$ cat src/rtl/reg_file_ctrl.sv
// Register file sequencing controller: clears x1..x(N-1) after reset, owns the
// single write port, merges writeback and debug writes, and borrows rs2 for debug reads.
module reg_file_ctrl #(
  parameter int unsigned NUM_REGS   = 32,
  parameter int unsigned DATA_WIDTH = 32,
  parameter int unsigned ADDR_WIDTH = 5
) (
  input  logic                  clock,
  input  logic                  reset,
  input  logic                  wb_valid,
  input  logic [ADDR_WIDTH-1:0] wb_addr,
  input  logic [DATA_WIDTH-1:0] wb_data,
  input  logic [ADDR_WIDTH-1:0] pipe_addr_rs2,
  input  logic                  core_halted,
  input  logic                  dbg_req_valid,
  output logic                  dbg_req_ready,
  input  logic                  dbg_req_write,
  input  logic [ADDR_WIDTH-1:0] dbg_req_addr,
  input  logic [DATA_WIDTH-1:0] dbg_req_wdata,
  output logic                  dbg_rsp_valid,
  input  logic                  dbg_rsp_ready,
  output logic [DATA_WIDTH-1:0] dbg_rsp_rdata,
  input  logic [DATA_WIDTH-1:0] rf_data_rs2,
  output logic [ADDR_WIDTH-1:0] rf_addr_rs2,
  output logic                  rf_write_enable,
  output logic [ADDR_WIDTH-1:0] rf_addr_rd,
  output logic [DATA_WIDTH-1:0] rf_data_rd,
  output logic                  ctrl_busy
);

  typedef enum logic [2:0] {
    INIT,
    IDLE,
    DBG_RD,
    DBG_WR,
    DBG_RSP
  } state_e;

  localparam logic [ADDR_WIDTH-1:0] LAST_IDX  = ADDR_WIDTH'(NUM_REGS - 1);
  localparam logic [ADDR_WIDTH-1:0] FIRST_IDX = ADDR_WIDTH'(1);

  state_e                  state_q, state_d;
  logic [ADDR_WIDTH-1:0]   init_idx_q, init_idx_d;
  logic [ADDR_WIDTH-1:0]   req_addr_q, req_addr_d;
  logic [DATA_WIDTH-1:0]   req_wdata_q, req_wdata_d;
  logic                    req_write_q, req_write_d;
  logic [DATA_WIDTH-1:0]   rsp_rdata_q, rsp_rdata_d;

  always_comb begin
    state_d         = state_q;
    init_idx_d      = init_idx_q;
    req_addr_d      = req_addr_q;
    req_wdata_d     = req_wdata_q;
    req_write_d     = req_write_q;
    rsp_rdata_d     = rsp_rdata_q;
    rf_addr_rs2     = pipe_addr_rs2;
    // Writeback passes straight through unless a state below claims the port.
    rf_write_enable = wb_valid && (wb_addr != '0);
    rf_addr_rd      = wb_addr;
    rf_data_rd      = wb_data;
    dbg_req_ready   = 1'b0;
    dbg_rsp_valid   = 1'b0;
    ctrl_busy       = 1'b0;

    unique case (state_q)
      INIT: begin
        ctrl_busy       = 1'b1;
        rf_write_enable = 1'b1;
        rf_addr_rd      = init_idx_q;
        rf_data_rd      = '0;
        if (init_idx_q == LAST_IDX) begin
          state_d = IDLE;
        end else begin
          init_idx_d = init_idx_q + FIRST_IDX;
        end
      end
      IDLE: begin
        dbg_req_ready = core_halted;
        if (dbg_req_valid && core_halted) begin
          req_addr_d  = dbg_req_addr;
          req_wdata_d = dbg_req_wdata;
          req_write_d = dbg_req_write;
          state_d     = dbg_req_write ? DBG_WR : DBG_RD;
        end
      end
      DBG_RD: begin
        rf_addr_rs2 = req_addr_q;
        rsp_rdata_d = (req_addr_q == '0) ? '0 : rf_data_rs2;
        state_d     = DBG_RSP;
      end
      DBG_WR: begin
        // A pending writeback keeps the port; the debug write waits a cycle.
        if (!wb_valid) begin
          rf_write_enable = (req_addr_q != '0);
          rf_addr_rd      = req_addr_q;
          rf_data_rd      = req_wdata_q;
          rsp_rdata_d     = '0;
          state_d         = DBG_RSP;
        end
      end
      DBG_RSP: begin
        dbg_rsp_valid = 1'b1;
        if (dbg_rsp_ready) begin
          state_d = IDLE;
        end
      end
      default: state_d = INIT;
    endcase
  end

  always_ff @(posedge clock) begin
    if (reset) begin
      state_q     <= INIT;
      init_idx_q  <= FIRST_IDX;
      req_addr_q  <= '0;
      req_wdata_q <= '0;
      req_write_q <= 1'b0;
      rsp_rdata_q <= '0;
    end else begin
      state_q     <= state_d;
      init_idx_q  <= init_idx_d;
      req_addr_q  <= req_addr_d;
      req_wdata_q <= req_wdata_d;
      req_write_q <= req_write_d;
      rsp_rdata_q <= rsp_rdata_d;
    end
  end

  assign dbg_rsp_rdata = rsp_rdata_q;

endmodule

$ cat config.mk
export PLATFORM = sky130hd
export DESIGN_NAME = reg_file_ctrl
export DESIGN_NICKNAME = d
export VERILOG_FILES = /design/src/rtl/reg_file_ctrl.sv
export SDC_FILE = /design/constraint.sdc
export NUM_CORES = 1
export LEC_CHECK = 0
export CELL_PAD_IN_SITES_DETAIL_PLACEMENT = 2
export CELL_PAD_IN_SITES_GLOBAL_PLACEMENT = 2
export CORE_ASPECT_RATIO = 0.9
export CORE_MARGIN = 2
export CORE_UTILIZATION = 22
export DETAILED_ROUTE_END_ITERATION = 8
export PLACE_DENSITY_LB_ADDON = 0.05
export SLEW_MARGIN = 15
export SYNTH_ARGS = -nofsm -noshare
export SYNTH_HDL_FRONTEND = slang
export SYNTH_SLANG_ARGS = --single-unit
$ cat constraint.sdc
create_clock -name clock -period 2.3 [get_ports clock]
set_input_delay 0.345 -clock clock [delete_from_list [all_inputs] [get_ports clock]]
set_output_delay 0.345 -clock clock [all_outputs]
set_load 0.02 [all_outputs]
; After elaboration in Yosys (flattened, before gate mapping)
; Cells that the tools add are included.
[word_totals]
latch_bits = 0
reg_bits = 77
wordCells = 46
romBits = 0
out_inout_bits = 78
inputBits = 118
memories = 0
mem_bits_rw = 0
[classes]
n_shift = 0
reduce_logical = 11
n_div = 0
add_sub_neg = 1
mux = 19
n_bitwise = 1
magnitude_cmp = 0
multipliers = 0
eq_ne = 9
[op_table]
columns = operator, count
row1 = one-hot mux 32 bit (2 select lines), 2
row2 = two-way mux 32 bit, 3
row3 = one-hot mux 3 bit (5 select lines), 1
row4 = two-way mux 3 bit, 4
row5 = two-way mux 5 bit, 2
row6 = one-hot mux 5 bit (2 select lines), 1
row7 = nonzero test 5 bit, 2
row8 = inequality test 2 bit (second input constant), 4
row9 = equality test 3 x 2 -> 1 bit (second input constant), 2
row10 = AND reduction 2 bit, 3
row11 = adder 5 x 1 -> 5 bit (second input constant), 1
row12 = equality test 5 bit (second input constant), 1
row13 = logical NOT 5 bit, 1
row14 = two-way mux 1 bit, 5
row15 = AND reduction 4 bit, 1
row16 = equality test 3 x 1 -> 1 bit (second input constant), 1
row17 = equality test 3 bit (second input constant), 1
row18 = logical NOT 3 bit, 1
row19 = logical AND 1 bit, 2
row20 = one-hot mux 1 bit (2 select lines), 1
row21 = nonzero test 2 bit, 1
row22 = inverter 1 bit, 1

; Depth between registers and ports, before layout
[depth]
word_depth = 4
depth_mapped = 6
mapped_depth_nobuf = 6

; Least setup slack after synthesis
; No wires, ideal clock.
[synth_path]
path_kind = register to output
from = register state_q[2]
to = output rf_data_rd[10]
path_slack_ps = 288
n_path_buf = 2
t_arrival_ps = 1667
path_stages_with_launch = 6
t_required_ps = 1955
cell_sequence = dfxtp_1 buf_6 nor3_2 nor2_2 clkbuf_1 a22o_1
[synth_between]
elab_chain_len = 2
elab_cells_between_ends = 3
cone_classes = eq/ne (1) / mux (1) / reduce/logical (1)
[synth_rtl]
columns = item, line_no
row1 = "start, declared", 42  ; state_e state_q, state_d;
row2 = "start signal, assigned", 120  ; state_q <= state_d;
row3 = equality test 3 x 2 -> 1 bit or logical NOT 3 bit (tied branches), 65  ; unique case (state_q)
row4 = one-hot mux 32 bit (2 select lines) *, 65
row5 = "end, declared", 27  ; output logic [DATA_WIDTH-1:0] rf_data_rd,
; Mark *: on every way between the ends. The rest lies on a longest branch, timed or not.

; Worst setup path after layout
[layout_path]
from = input wb_valid
to = output rf_data_rd[31]
[layout_between]
elab_chain_len = 2
[layout_rtl]
columns = item, line_no
row1 = "start, declared", 10  ; input logic wb_valid,
row2 = two-way mux 32 bit, 93  ; if (!wb_valid) begin
row3 = one-hot mux 32 bit (2 select lines), 65
; No other way between the ends.

==> flow_summary.yaml <==
layout:
  fin_area_um2: 5960
  finalNonFillerCells: 758
  drive_above_1_share_pct: 17.1
  final_cell_mix: "clkdlybuf4s50_1, dfxtp_1, a22o_1"
  fin_nets: 666
  final_common_cell: "clkdlybuf4s50_1"
  areaGrowthSynthToFinish_pct: 67.8
  antenna_cells: 0
  final_core_util_pct: 37.3
logic_synthesis:
  syn_area_um2: 3550
  syn_nets: 477
  synth_top_area_share_pct: 43.4
  async_flop_share_pct: 0
  synth.lib_cells_used.distinct: 39
  synth-edff-count: 0
  yosys.area.top_type: "dfxtp_1"
  syn_area_per_cell_um2: 9.94
  synthCells: 357
  yosys-top-cells-area: "dfxtp_1, a22o_1, nand4b_1"
  ys_seq_elements: 77
  synth-seq-area-share_pct: 43.4
  synthFlopType: "dfxtp_1"
  yosys_warnings: 0
setup_path:
  cp_cell_sequence: "clkdlybuf4s50_1, and4bb_4, nor2_4, buf_12, a22o_1, clkdlybuf4s15_1"
  worst_path_max_delay_cell: "clkdlybuf4s50_1"
  critPathCaptureType: "output port"
  cp-start-kind: "input port"
  arrival_ps: 1890
  crit_fanout: 8
  worstSetupPathType: "input port to output port"
  cp_data_required_time_ps: 1960
  crit_path_max_incr_delay_ps: 420
detailed_routing:
  drtPass1Iterations: 4
  drcViolationCount: 0
  antenna_left: 0
  drt-wirelength-per-cell_um: 18.5
  wl_mm: 14.0
  drt_iter0_markers: 170
  viasPerCell: 4.77
  dr_total_vias: 3612
timing:
  setup-tns-final_ps: 0
  fmax_mhz: 447
  hold_viol: 0
  slew_headroom_pct: 68.1
  final.period_utilization_pct: 97.3
  maxSlewViolCount: 0
  setup_viol: 0
  finClkSkew_ps: 5.30
  tightest_slew_ps: 479
  period_minus_slack_ps: 2240
  rsz0062_at_grt: "false"
power:
  intPower_mw: 2.44
  p_sw_mw: 0.693
  pwr-share-clk_pct: 45.9
  power_leakage_nw: 2.25
  p_sw_share_pct: 22.1
  ir_drop_v: 0.000337
  comb_power_share_pct: 11.1
  cellPowerDensity_nw_per_um2: 526
  pwr-share-seq_pct: 43.0
global_route:
  grt_usage_pct: 16.9
  grt_max_degree: 37
  grt_pass1_wl_mm: 22.2
  grt_pass1_vias: 3920
  grt_antenna_before_repair: 0
  grt-ovfl-total: 0
outcome:
  status: "completed"
cts:
  post_cts_buffers: 0
  cts_buffers: 9
  root_buffer: "clkbuf_16"
  ctsHoldBuffers: 0
  clock_sinks: 77
  cts.htree.levels: 3
  cts_buffer_depth: 2
  cts.clk_slew.worst_paths_ps: 60
  insertion_delay_ps: 340
  cts_tree: "built"
floorplan:
  ioPinCount: 196
  fp.dieW_um: 138
  core-area_um2: 16000
  initial_core_util_pct: 22.2
  die_y_um: 124
  rows: 44
  die-area_um2: 17200
flow_run:
  drv_cap: 0
placed_design:
  hpwl_mm: 9.95
  post-place-cells: 741
  place_area_um2: 5770
  portBuffers: 195
  place_congestion: 0.667
worst_hold_path:
  hold_class: "input port to flip-flop"
==> cells in the mapped netlist (all sizes together), types with 2 or more instances <==
master  instances
dfxtp          77
a22o           69
nand2b         40
o21ai          39
nand4b         38
clkbuf         29
buf             9
nor2            8
mux2            6
a21o            5
nand2           4
a21oi           3
nor3            3
and4bb          2
ha              2
inv             2
mux2i           2
nand3           2
nor2b           2
==> metal layers <==
layer / part of all wire, % / GRT usage (%) / vias to the layer above
met5: 0 / 0 / -
met4: 0.95 / 3.24 / 0
met3: 6.2 / 5.78 / 7
met2: 50 / 28.0 / 97
met1: 43 / 21.2 / 1782
li1: - / - / 1726
==> final cells by class <==
type,count,area [um2]
multi-input cells,240,1830
inverters,2,7.51
well taps,207,259
repair buffers,216,2020
clock inverters,4,47.5
fillers,1731,10000
flip-flops and latches,77,1550
clock buffers,12,246
==> kinds of logic after synthesis <==
| family | Yosys count | share of synthesized area [%] |
|---|---|---|
| flip-flops | 77 | 43.4 |
| multiplexers | 8 | 2.47 |
| adder cells (fa/ha/maj) | 2 | 0.705 |
| buffers and inverters | 40 | 5.61 |
| AO/OA/AOI/OAI | 122 | 25.8 |
| AND/OR/NAND/NOR | 107 | 21.7 |
| XOR/XNOR | 1 | 0.247 |
==> final timing paths <==
| path | from | endpoint | slack [ps] | depth (start not counted) |
|---|---|---|---|---|
| max | wb_valid | rf_data_rd[31] | 60 | 6 |
| min | reset | init_idx_q[4]$_SDFFE_PP0P_ | 410 | 2 |
| max reg2reg | init_idx_q[0]$_SDFFE_PP1P_ | init_idx_q[3]$_SDFFE_PP0P_ | 460 | 7 |
| min reg2reg | dbg_rsp_rdata[25]$_SDFFE_PP0P_ | dbg_rsp_rdata[25]$_SDFFE_PP0P_ | 470 | 1 |
==> sequential cells by signal, summed over array words and instances, names as in the netlist <==
name	count
req_wdata_q	32
state_q	3
req_addr_q	5
init_idx_q	5
dbg_rsp_rdata	32
==> through the flow <==
stage / worst slack [ps] / power [mW] / hold slack [ps]
detailed placement: -298 / 1.74 / 457
global placement: -258 / 1.73 / 455
finish: 61.9 / 3.14 / 410
global route: 5.15 / 3.29 / 425
CTS: 1.20 / 3.19 / 401
floorplan: 288 / 1.48 / 449
==> power groups by stage <==
| stage | logic, mW | clock network [mW] | registers [mW] |
|---|---|---|---|
| after floorplan | 0.101 | 0 | 1.38 |
| after global placement | 0.353 | 0 | 1.38 |
| after detailed placement | 0.361 | 0 | 1.38 |
| after CTS | 0.354 | 1.49 | 1.35 |
| after global routing | 0.376 | 1.56 | 1.35 |
| final | 0.347 | 1.44 | 1.35 |
==> critical path: cells and delay by family <==
family	cells	cell delay, ps
AND/OR/NAND/NOR	2	490
buffers and inverters	3	870
AO/OA/AOI/OAI	1	180
==> what timing repair did <==
action,CTS,global route
pin swaps,1,0
setup endpoints to repair,44,36
gates cloned,1,0
resized for setup,72,52
Power figures use the tool's default switching activity.
